[src/rtl/hazard_tracker.sv]
// hazard_tracker: RAW-hazard detection, per-operand forwarding select and
// control-squash bubble injection for the in-order pipeline.
module hazard_tracker #(
  parameter int               REG_AW       = 3,
  parameter int               DEPTH        = 4,
  parameter logic [DEPTH-1:0] FWD_MASK     = 4'b0011,
  parameter int               LOAD_FWD_MIN = 1,
  parameter int               SQUASH_CYC   = 1
) (
  input  logic              clk,
  input  logic              rst,
  input  logic              in_valid,
  input  logic [REG_AW-1:0] in_rs,
  input  logic              in_rs_used,
  input  logic [REG_AW-1:0] in_rt,
  input  logic              in_rt_used,
  input  logic [REG_AW-1:0] in_rd,
  input  logic              in_wr,
  input  logic              in_load,
  input  logic              in_ctl,
  input  logic              flush,
  output logic              stall,
  output logic              nop,
  output logic [DEPTH-1:0]  fwd_rs,
  output logic [DEPTH-1:0]  fwd_rt,
  output logic              squash_busy
);

  localparam int               CNT_W     = (SQUASH_CYC > 0) ? $clog2(SQUASH_CYC + 1) : 1;
  localparam logic             SQUASH_EN = (SQUASH_CYC > 0);
  localparam logic [CNT_W-1:0] CNT_LOAD  = CNT_W'(SQUASH_CYC);

  logic [DEPTH-1:0]             valid_q, valid_d;
  logic [DEPTH-1:0][REG_AW-1:0] rd_q, rd_d;
  logic [DEPTH-1:0]             load_q, load_d;
  logic [CNT_W-1:0]             count_q, count_d;

  logic [DEPTH-1:0] fwdOk;
  logic [DEPTH:0]   resRs, resRt;
  logic [DEPTH-1:0] fwdRs, fwdRt;
  logic             hazRs, hazRt;
  logic             squashBusy, hz, nopInt, issue;

  // Result of the youngest matching writer: {hazard, one-hot forward select}.
  function automatic logic [DEPTH:0] resolve(
    input logic [REG_AW-1:0]             src,
    input logic                          used,
    input logic [DEPTH-1:0]              valid,
    input logic [DEPTH-1:0][REG_AW-1:0]  rd,
    input logic [DEPTH-1:0]              okMask
  );
    logic [DEPTH-1:0] hit;
    logic [DEPTH-1:0] youngest;
    logic [DEPTH:0]   res;
    for (int k = 0; k < DEPTH; k++) begin
      hit[k] = valid[k] & (rd[k] == src);
    end
    youngest = hit & (~hit + DEPTH'(1));
    if (!used || (youngest == '0)) begin
      res = '0;
    end else if ((youngest & okMask) != '0) begin
      res = {1'b0, youngest};
    end else begin
      res = {1'b1, {DEPTH{1'b0}}};
    end
    return res;
  endfunction

  always_comb begin
    fwdOk = '0;
    for (int k = 0; k < DEPTH; k++) begin
      fwdOk[k] = FWD_MASK[k] & (~load_q[k] | (k >= LOAD_FWD_MIN));
    end
  end

  always_comb begin
    resRs = resolve(in_rs, in_rs_used, valid_q, rd_q, fwdOk);
    resRt = resolve(in_rt, in_rt_used, valid_q, rd_q, fwdOk);
    hazRs = resRs[DEPTH];
    hazRt = resRt[DEPTH];
    fwdRs = resRs[DEPTH-1:0];
    fwdRt = resRt[DEPTH-1:0];
  end

  // Wrong-path fetches under squash or flush must never stall the front end.
  assign squashBusy = (count_q != '0);
  assign hz         = in_valid & ~squashBusy & ~flush & (hazRs | hazRt);
  assign nopInt     = hz | squashBusy | flush;
  assign issue      = in_valid & ~nopInt;

  assign stall       = ~rst & hz;
  assign nop         = ~rst & nopInt;
  assign squash_busy = ~rst & squashBusy;
  assign fwd_rs      = (rst | nopInt) ? '0 : fwdRs;
  assign fwd_rt      = (rst | nopInt) ? '0 : fwdRt;

  always_comb begin
    valid_d    = valid_q;
    rd_d       = rd_q;
    load_d     = load_q;
    valid_d[0] = issue & in_wr;
    rd_d[0]    = in_rd;
    load_d[0]  = in_load;
    for (int k = 1; k < DEPTH; k++) begin
      valid_d[k] = valid_q[k-1];
      rd_d[k]    = rd_q[k-1];
      load_d[k]  = load_q[k-1];
    end
  end

  always_comb begin
    count_d = count_q;
    if (issue & in_ctl & SQUASH_EN) begin
      count_d = CNT_LOAD;
    end else if (count_q != '0) begin
      count_d = count_q - CNT_W'(1);
    end
  end

  always_ff @(posedge clk) begin
    if (rst || flush) begin
      valid_q <= '0;
      rd_q    <= '0;
      load_q  <= '0;
      count_q <= '0;
    end else begin
      valid_q <= valid_d;
      rd_q    <= rd_d;
      load_q  <= load_d;
      count_q <= count_d;
    end
  end

endmodule

[config.mk]
export PLATFORM = sky130hd
export DESIGN_NAME = hazard_tracker
export DESIGN_NICKNAME = d
export VERILOG_FILES = /design/src/rtl/hazard_tracker.sv
export SDC_FILE = /design/constraint.sdc
export NUM_CORES = 1
export LEC_CHECK = 0
export ABC_AREA = 1
export BUFFER_PORTS_ARGS = -buffer_cell sky130_fd_sc_hd__buf_4
export CAP_MARGIN = 40
export CELL_PAD_IN_SITES_DETAIL_PLACEMENT = 0
export CELL_PAD_IN_SITES_GLOBAL_PLACEMENT = 1
export CORE_UTILIZATION = 35
export DETAILED_ROUTE_END_ITERATION = 16
export GPL_ROUTABILITY_DRIVEN = 0
export PLACE_DENSITY = 0.83
export SETUP_SLACK_MARGIN = 0.2
export SLEW_MARGIN = 20
export SYNTH_ARGS = -nofsm -noshare
export SYNTH_HDL_FRONTEND = slang
export SYNTH_SLANG_ARGS = --single-unit
[constraint.sdc]
create_clock -name clk -period 1.8 [get_ports clk]
set_clock_uncertainty 0.05 [all_clocks]
set_input_delay 0.18 -clock clk [delete_from_list [all_inputs] [get_ports clk]]
set_output_delay 0.18 -clock clk [all_outputs]
set_load 0.02 [all_outputs]
==> flow_summary.toml, run 1 <==
[routing]
drtIter0Drc = 75
ant_nets = 0
vias = 1290
drc = 0
wl_per_cell_um = 10.6
drt-pass1-iter-count = 4
drt-total-wl_um = 3140
vias_per_cell = 4.36

[status]
status = "complete, but fails checks"
violations = "setup timing"

[finish]
layout-drive-gt1-share_pct = 40.0
fin_nets = 270
fin_util_pct = 51.3
n_antenna_cell = 0
layout.cells.non_filler = 296
area_delta_synth_final_pct = 41.1

[synth]
yosysSeqAreaShare_pct = 29.7
yosys.area.top_type = "dfxtp_1"
yosysWarnings = 0
syn_area_per_cell_sq_um = 5.83
ys_ff_latch = 18
synth_top_area_share_pct = 29.7
synth_area_sq_um = 1210
synthTopCellsByArea = "dfxtp_1 30%, nand2_1 23%, nor2_1 11%, inv_1 8.7%, nor2_2 4.6%"
syn_inst = 208
synth.distinct_cells = 19

[power_and_ir_drop]
p_leak_nw = 0.796
finalPower_uw = 775
power_frac_seq_pct = 53.1
clkPwrFrac_pct = 26.4
combPwrFrac_pct = 20.6
switching_share_pct = 29.7
p_int_uw = 545
p_switching_uw = 230
p_per_area_nw_per_um2 = 453
irDropWorstVdd_mv = 0.307

[setup_path]
reg2reg_depth = 14
critical_path.max_fanout = 3
critPathKind = "flop to output port"
critPathArrivalTime_ps = 1790
timing.rr.end = "valid_q[0]"
r2r-start = "rd_d[6]"
start_kind = "flop"
required_ps = 1570
end_kind = "output port"
rrSetupSlack_ps = -130

[floorplan]
die_x_um = 60.9
ioPinCount = 29
row_count = 21
core_area_sq_um = 3340
die-height_um = 60.9
start_util_pct = 36.3
dieArea_sq_um = 3700

[worst_hold_path]
holdPathStages = 3
hold_end = "rd_d[5]"
hold_path_class = "primary input to flop"
worstHoldStart = "in_rd[2]"

[sta]
slew_headroom_pct = 63.6
slew_viol_final = 0
layout_min_cycle_time_ps = 2020
hold_viol_final = 0
setup_slack_ps = -217
fin_crit_sh_pct = 112
tightest_slew_ps = 545
whs_ps = 36.8
fmax_mhz = 496
rsz0062_at_grt = "true"
setup_viol = 8
tns_ps = -1420

[clock_tree]
clock_path_buffers = 2
cts_sinks = 18
path_clk_slew_ps = 100
cts-buffers-inserted = 3
worstSkewPairLatency_ps = 300
cts_tree = "done"
root_buffer = "clkbuf_4"
htreeDepth = 1

[global_routing]
first_global_vias = 1070
grt.total_usage_pct = 18.3
grt_max_degree = 17
grt_remaining_overflow = 0
antenna_found_initial = 0
grt_pass1_wl_um = 4860

[run]
max_cap_viol_count = 0

[place]
io_buffers = 24
hpwl_um = 2330
placed_cells = 276
[metrics by stage]
step           instance area, sq um  setup WS [ps]
2_1_floorplan                  1230            205
3_3_place_gp                   1430           75.8
3_5_place_dp                   1430           81.8
4_1_cts                        1610           -161
5_1_grt                        1710           -349
6_report                       1710           -217
[routing by layer]
layer / up-vias / track usage (%) / share of wire [%]
met5: - / 0 / 0
met2: 19 / 27.6 / 47
met3: 4 / 4.48 / 3.2
met4: 0 / 5.19 / 1.2
li1: 701 / - / -
met1: 566 / 25.9 / 48
[timing repair]
item,CTS,global route
endpoints found under the setup margin,6,8
buffers inserted,12,5
resized for setup,28,19
hold buffers,0,0
pin swaps,9,4
[sequential cells by signal (all words and copies together), names as in the netlist]
| signal | flops |
|---|---|
| load_q | 1 |
| count_q | 1 |
| valid_q | 4 |
| rd_d | 9 |
| rd_q | 3 |
[cells by family after synthesis]
logic type,share of synthesized area (%)
AOI/OAI and AO/OA,4.44
xor gates and xnor gates,0.723
buffers and inverters,13.3
DFF,29.7
other,0.309
and+or+nand+nor,51.5
[critical path: stages (launching register included)]
cell and delay (ps):
dfxtp_2 350, buf_6 120, a21oi_4 130, nand2_2 70, nor2_4 130, nand2_1 60, nand2_1 70, nand3_2 70
nand2_2 90, nand2_4 60, buf_4 150, nor2_4 70, buf_6 120
[power by group through the flow]
stage | Combinational (mW) | Clock [mW] | Sequential [mW]
2_1_floorplan | 0.0852 | 0 | 0.417
3_3_place_gp | 0.140 | 0 | 0.418
3_5_place_dp | 0.140 | 0 | 0.418
4_1_cts | 0.151 | 0.210 | 0.410
5_1_grt | 0.178 | 0.237 | 0.412
6_report | 0.159 | 0.204 | 0.411
[layout make-up]
| cell class | instances | area [sq um] |
|---|---|---|
| Clock buffer | 3 | 22.5 |
| Inverter | 34 | 133 |
| Multi-Input combinational cell | 154 | 792 |
| Sequential cell | 18 | 375 |
| Timing Repair Buffer | 41 | 330 |
| Fill cell | 344 | 1630 |
| Tap cell | 46 | 57.6 |
[synthesized netlist by cell type]
cell      count
conb_1        1
inv_2         6
a21oi_1       8
nand3_4       2
nand2_4       1
nand2_1      73
buf_4         4
nor2_2        9
clkbuf_1      1
nand2_2       3
nand4_1       2
inv_1        28
a21oi_2       1
nand3_1      11
xnor2_1       1
o21ai_0       1
nand3_2       3
dfxtp_1      18
nor2_1       35
[worst max-delay path by stage]
| stage | start | endpoint | slack, ps | cells past startpoint |
|---|---|---|---|---|
| after CTS | rd_d[3] | fwd_rs[1] | -160 | 13 |
| after global placement | rd_d[6] | fwd_rs[0] | 80 | 12 |
| final | rd_d[3] | stall | -220 | 12 |
| after detailed placement | rd_d[3] | fwd_rs[1] | 80 | 13 |
| after floorplan | rd_d[3] | stall | 200 | 10 |
| after global routing | rd_d[3] | fwd_rt[0] | -350 | 13 |
[layout by cell type (no fill, tap or decap), drive strengths merged]
cell type,count
nand4,2
dfxtp,18
buf,41
conb,4
clkbuf,3
inv,34
nand3,16
a21oi,9
o21ai,1
nor2,44
nand2,77
xnor2,1
(Power assumes the default switching activity.)
==> run 2, diff against run 1 <==
--- a/config.mk
+++ b/config.mk
@@ -10,10 +10,11 @@
 export CAP_MARGIN = 40
 export CELL_PAD_IN_SITES_DETAIL_PLACEMENT = 0
 export CELL_PAD_IN_SITES_GLOBAL_PLACEMENT = 1
-export CORE_UTILIZATION = 35
+export CORE_UTILIZATION = 37
+export CTS_BUF_LIST = sky130_fd_sc_hd__clkbuf_8
 export DETAILED_ROUTE_END_ITERATION = 16
 export GPL_ROUTABILITY_DRIVEN = 0
-export PLACE_DENSITY = 0.83
+export PLACE_DENSITY = 0.87
 export SETUP_SLACK_MARGIN = 0.2
 export SLEW_MARGIN = 20
 export SYNTH_ARGS = -nofsm -noshare
==> flow_summary.toml, run 2 (synthesis gave the netlist of run 1 again) <==
[sta]
hold_viol_final = 0
rsz0062_at_grt = "true"
layout_min_cycle_time_ps = 1970
fmax_mhz = 508
tns_ps = -1090
fin_crit_sh_pct = 109
slew_headroom_pct = 65.2
tightest_slew_ps = 522
setup_slack_ps = -170
slew_viol_final = 0
setup_viol = 8

[finish]
largest_reg_flops = 9
layout-drive-gt1-share_pct = 33.6
layout_common_cells = "69 x nand2_1, 34 x nor2_1, 30 x buf_4"
area_delta_synth_final_pct = 34.1
n_fill_cell = 347
fin_nets = 264
n_antenna_cell = 0
final_common_cell = "nand2_1"

[setup_path]
timing.rr.end = "count_q"
critPathArrivalTime_ps = 1740
r2r-start = "rd_d[4]"
reg2reg_depth = 14
required_ps = 1570
start_kind = "flop"
critical_path.max_fanout = 4
end_kind = "output port"
crit_start = "rd_d[4]"
critPathKind = "flop to output port"
rrSetupSlack_ps = -130

[routing]
ant_nets = 0
drt-pass1-iter-count = 5
drt-total-wl_um = 2910
drtIter0Drc = 27
vias_per_cell = 4.44
wl_per_cell_um = 10.1
drc = 0
vias = 1279

[floorplan]
start_util_pct = 39.4
dieArea_sq_um = 3510
row_count = 20
ioPinCount = 29
die-height_um = 59.2
die_x_um = 59.2
core_area_sq_um = 3080

[worst_hold_path]
worstHoldStart = "in_rd[1]"
holdPathStages = 3
hold_end = "rd_d[4]"
hold_path_class = "primary input to flop"

[clock_tree]
htreeDepth = 1
cts_tree = "done"
cts-buffers-inserted = 3
cts_sinks = 18
clock_path_buffers = 2
worstSkewPairLatency_ps = 250
path_clk_slew_ps = 60
root_buffer = "clkbuf_8"
postCtsHoldBufs = 0

[global_routing]
grt.total_usage_pct = 18.7
use_met1_pct = 27.0
grt_use_met2_pct = 29.9
busiest_layer = "met2"
grt_remaining_overflow = 0
antenna_found_initial = 0
first_global_vias = 1132
grt_pass1_wl_um = 4970
gr-usage-met3_pct = 2.62
grt_max_degree = 17

[power_and_ir_drop]
power_frac_seq_pct = 49.2
clkPwrFrac_pct = 33.1
combPwrFrac_pct = 17.7
irDropWorstVdd_mv = 0.476
switching_share_pct = 26.8
p_per_area_nw_per_um2 = 512
p_int_uw = 610
p_switching_uw = 223
p_leak_nw = 0.766
finalPower_uw = 833

[place]
hpwl_um = 2320
place_ws_ps = 35.6
io_buffers = 24

[status]
violations = "setup timing"
status = "complete, but fails checks"

[run]
max_cap_viol_count = 0
==> run 2: cell types whose count changed in the layout (fill, tap and decap cells not counted), sizes merged <==
| cell | change |
|---|---|
| buf | -6 |
==> run 2: power by group through the flow <==
stage	registers (mW)	clock network (mW)	logic, mW
after floorplan	0.417	0	0.0852
after global placement	0.418	0	0.140
after detailed placement	0.419	0	0.139
after CTS	0.411	0.279	0.147
after global routing	0.410	0.292	0.166
final	0.410	0.276	0.147
==> run 2: repair_timing <==
| item | CTS | global route |
|---|---|---|
| endpoints found under the setup margin | 6 | 8 |
| resized for setup | 19 | 8 |
| setup buffers | 9 | 1 |
| pin swaps | 2 | 2 |
==> run 2: per-stage QoR <==
step	util, %	hold WS [ps]	instances	area (sq um)
2_1_floorplan	-	242	211	1230
3_3_place_gp	46.7	349	275	1440
3_5_place_dp	46.7	348	275	1440
4_1_cts	51.9	91.7	287	1600
5_1_grt	52.8	113	288	1630
6_report	52.8	93.9	288	1630
==> run 2: cell type report <==
class                   instances  area, sq um  area share (%)
clock buffers                   3         41.3            2.54
inverters                      34          128            7.85
multi-input cells             154          748            46.0
flip-flops and latches         18          372            22.9
well taps                      44         55.1            3.39
repair buffers                 35          282            17.3
==> run 2: how the worst max path moves through the flow <==
stage / end / slack, ps / cells after the start
floorplan: stall / 200 / 10
global placement: fwd_rs[0] / 40 / 12
detailed placement: fwd_rs[0] / 40 / 12
CTS: fwd_rt[0] / -130 / 13
global route: fwd_rs[1] / -330 / 13
finish: fwd_rs[1] / -170 / 13
==> run 2: worst max-delay path, cell delays in order, from the launching register on <==
cell and delay (ps):
dfxtp_2 340, buf_6 120, nand2_2 60, nand2_1 40
nor2_1 80, nand3_1 100, nand2_1 100, nand2_2 60
nand3_2 90, nand2_2 70, nand2_4 80, nand3_4 110
nor2_2 120, buf_6 120
==> run 2: per-layer routing <==
| metal | routed length [um] | part of all wire [%] | up-vias |
|---|---|---|---|
| met4 | 19 | 0.65 | 0 |
| met1 | 1500 | 51 | 568 |
| met3 | 64 | 2.2 | 4 |
| li1 | - | - | 691 |
| met5 | 0 | 0 | - |
| met2 | 1330 | 46 | 16 |
==> run 3, diff against run 2 <==
--- a/config.mk
+++ b/config.mk
@@ -5,16 +5,16 @@
 export SDC_FILE = /design/constraint.sdc
 export NUM_CORES = 1
 export LEC_CHECK = 0
-export ABC_AREA = 1
+export ABC_AREA = 0
 export BUFFER_PORTS_ARGS = -buffer_cell sky130_fd_sc_hd__buf_4
 export CAP_MARGIN = 40
 export CELL_PAD_IN_SITES_DETAIL_PLACEMENT = 0
 export CELL_PAD_IN_SITES_GLOBAL_PLACEMENT = 1
-export CORE_UTILIZATION = 37
+export CORE_UTILIZATION = 40
 export CTS_BUF_LIST = sky130_fd_sc_hd__clkbuf_8
 export DETAILED_ROUTE_END_ITERATION = 16
 export GPL_ROUTABILITY_DRIVEN = 0
-export PLACE_DENSITY = 0.87
+export PLACE_DENSITY = 0.86
 export SETUP_SLACK_MARGIN = 0.2
 export SLEW_MARGIN = 20
 export SYNTH_ARGS = -nofsm -noshare
==> constraint.sdc (replaced) <==
create_clock -name clk -period 2.2 [get_ports clk]
set_clock_uncertainty 0.05 [all_clocks]
set_input_delay 0.22 -clock clk [delete_from_list [all_inputs] [get_ports clk]]
set_output_delay 0.22 -clock clk [all_outputs]
set_load 0.02 [all_outputs]
==> flow_summary.toml, run 3 <==
[routing]
drc = 0
drt-total-wl_um = 2060
drtIter0Drc = 9
wl_per_cell_um = 13.1
ant_nets = 0
vias_per_cell = 5.00
drt-pass1-iter-count = 4
vias = 790

[floorplan]
row_count = 17
start_util_pct = 44.4
die_x_um = 52.5
ioPinCount = 29
dieArea_sq_um = 2760
die-height_um = 52.5
core_area_sq_um = 2300

[synth]
syn_inst = 105
synth_common_cells = "24 x xnor2_1, 18 x dfxtp_1, 16 x and2_1, 6 x buf_4, 5 x and4_1"
synthSimpleGateAreaFrac_pct = 25.5
ys_ff_latch = 18
synth_edf_count = 0
ys.flop_type = "dfxtp_1"
synthTopCellsByArea = "dfxtp_1 35%, xnor2_1 21%, and2_1 9.8%, buf_4 4.4%, buf_6 4.4%"
yosys.area.top_type = "dfxtp_1"
synth_fa_ha_area_share_pct = 0
synth_area_sq_um = 1020
yosysSeqAreaShare_pct = 35.3
syn_area_per_cell_sq_um = 9.71
synth_compound_area_share_pct = 7.12
synth_top_family_by_area = "simple AND/OR/NAND/NOR gates"
synth_top_area_share_pct = 35.3
post_synth_xor_area_fraction_pct = 20.6
yosysWarnings = 0
muxShareOfSynthArea_pct = 1.47
synth.most_common_cell = "xnor2_1"
async_flop_share_pct = 0
synth.distinct_cells = 24

[sta]
slew_headroom_pct = 60.4
hold_viol_final = 0
fin_crit_sh_pct = 94.9
tns_ps = 0
tightest_slew_ps = 590
slew_viol_final = 0
whs_ps = 114
fmax_mhz = 479
rsz0062_at_grt = "true"
layout_min_cycle_time_ps = 2090
setup_viol = 0

[finish]
largest_reg_flops = 9
multi_input_area_sq_um = 623
layout_common_cells = "28 x buf_4, 20 x xnor2_1, 16 x and2_1"
fin_nets = 149
area_delta_synth_final_pct = 28.5
final_common_cell = "buf_4"
seq_area_sq_um = 372
n_fill_cell = 208
n_antenna_cell = 0
layout-drive-gt1-share_pct = 41.5

[run]
max_cap_viol_count = 0

[clock_tree]
htreeDepth = 1
worstSkewPairLatency_ps = 250
cts_sinks = 18
cts_tree = "done"
clock_path_buffers = 2
cts-buffers-inserted = 3
path_clk_slew_ps = 70
postCtsHoldBufs = 0
root_buffer = "clkbuf_8"

[global_routing]
grt_remaining_overflow = 0
first_global_vias = 777
grt.total_usage_pct = 17.5
grt_pass1_wl_um = 3340
grt_max_degree = 17
antenna_found_initial = 0

[setup_path]
r2r-start = "rd_d[6]"
crit_start = "rd_d[6]"
start_kind = "flop"
end_kind = "output port"
critPathArrivalTime_ps = 1820
critPathKind = "flop to output port"
required_ps = 1930
critical_path.max_fanout = 3

[place]
hpwl_um = 1580
io_buffers = 24

[power_and_ir_drop]
p_leak_nw = 0.534
p_per_area_nw_per_um2 = 535
irDropWorstVdd_mv = 0.415
finalPower_uw = 701

[status]
status = "finished, final reports clean"

[worst_hold_path]
worstHoldStart = "in_load"
hold_path_class = "primary input to flop"
## run 3: area by class of cell
class | instances | share of cell area, %
multi-input combinational | 78 | 47.6
sequential | 18 | 28.4
tap | 28 | 2.67
inverter | 1 | 0.287
timing repair buffer | 29 | 16.9
clock buffer | 4 | 4.20
## run 3: repair_timing
item	4_1_cts	5_1_grt
pin swaps	7	4
resized for setup	11	5
buffers inserted	3	1
hold endpoints to repair	0	0
setup endpoints to repair	6	6
## run 3: final timing paths
kind	to	slack (ps)	cells after the start
min reg2reg	valid_q[2]	430	1
max reg2reg	count_q	530	7
min	load_q[0]	110	2
max	fwd_rs[0]	110	7
## run 3: critical path, cell delays in order, from the launching register on
cell      delay [ps]
dfxtp_2          350
xnor2_2          150
and4_1           250
a21oi_1           60
mux2_4           280
a22oi_4          140
o2111a_1         200
buf_4            140
## run 3: cell families after synthesis
| family | count (synthesis) |
|---|---|
| AND/OR/NAND/NOR | 42 |
| XOR/XNOR | 24 |
| flip-flops | 18 |
| buffers and inverters | 12 |
| AO/OA/AOI/OAI | 7 |
| multiplexers | 1 |
| other | 1 |
## run 3: per-layer routing
metal | routed length (um) | global-route usage (%) | part of all wire, % | vias to the layer above
met5 | 0 | 0 | 0 | -
met3 | 101 | 6.38 | 4.9 | 4
li1 | - | - | - | 393
met1 | 911 | 20.7 | 44 | 364
met4 | 27 | 7.89 | 1.3 | 0
met2 | 1020 | 27.8 | 50 | 29
## run 3: stage by stage
stage                     instance area [sq um]  util [%]  std cells  worst slack (ps)
final                                      1310      57.0        158               112
after global routing                       1310      57.0        158              49.9
after CTS                                  1270      55.5        157               135
after detailed placement                   1170      50.8        150               317
after global placement                     1170      50.8        150               342
after floorplan                            1040         -        108               358
## run 3: power by group
group          internal, mW  leakage [nW]  switching, mW  total (mW)
combinational        0.0490         0.355         0.0469      0.0959
sequential            0.332         0.150        0.00578       0.337
clock                 0.159        0.0288          0.109       0.268
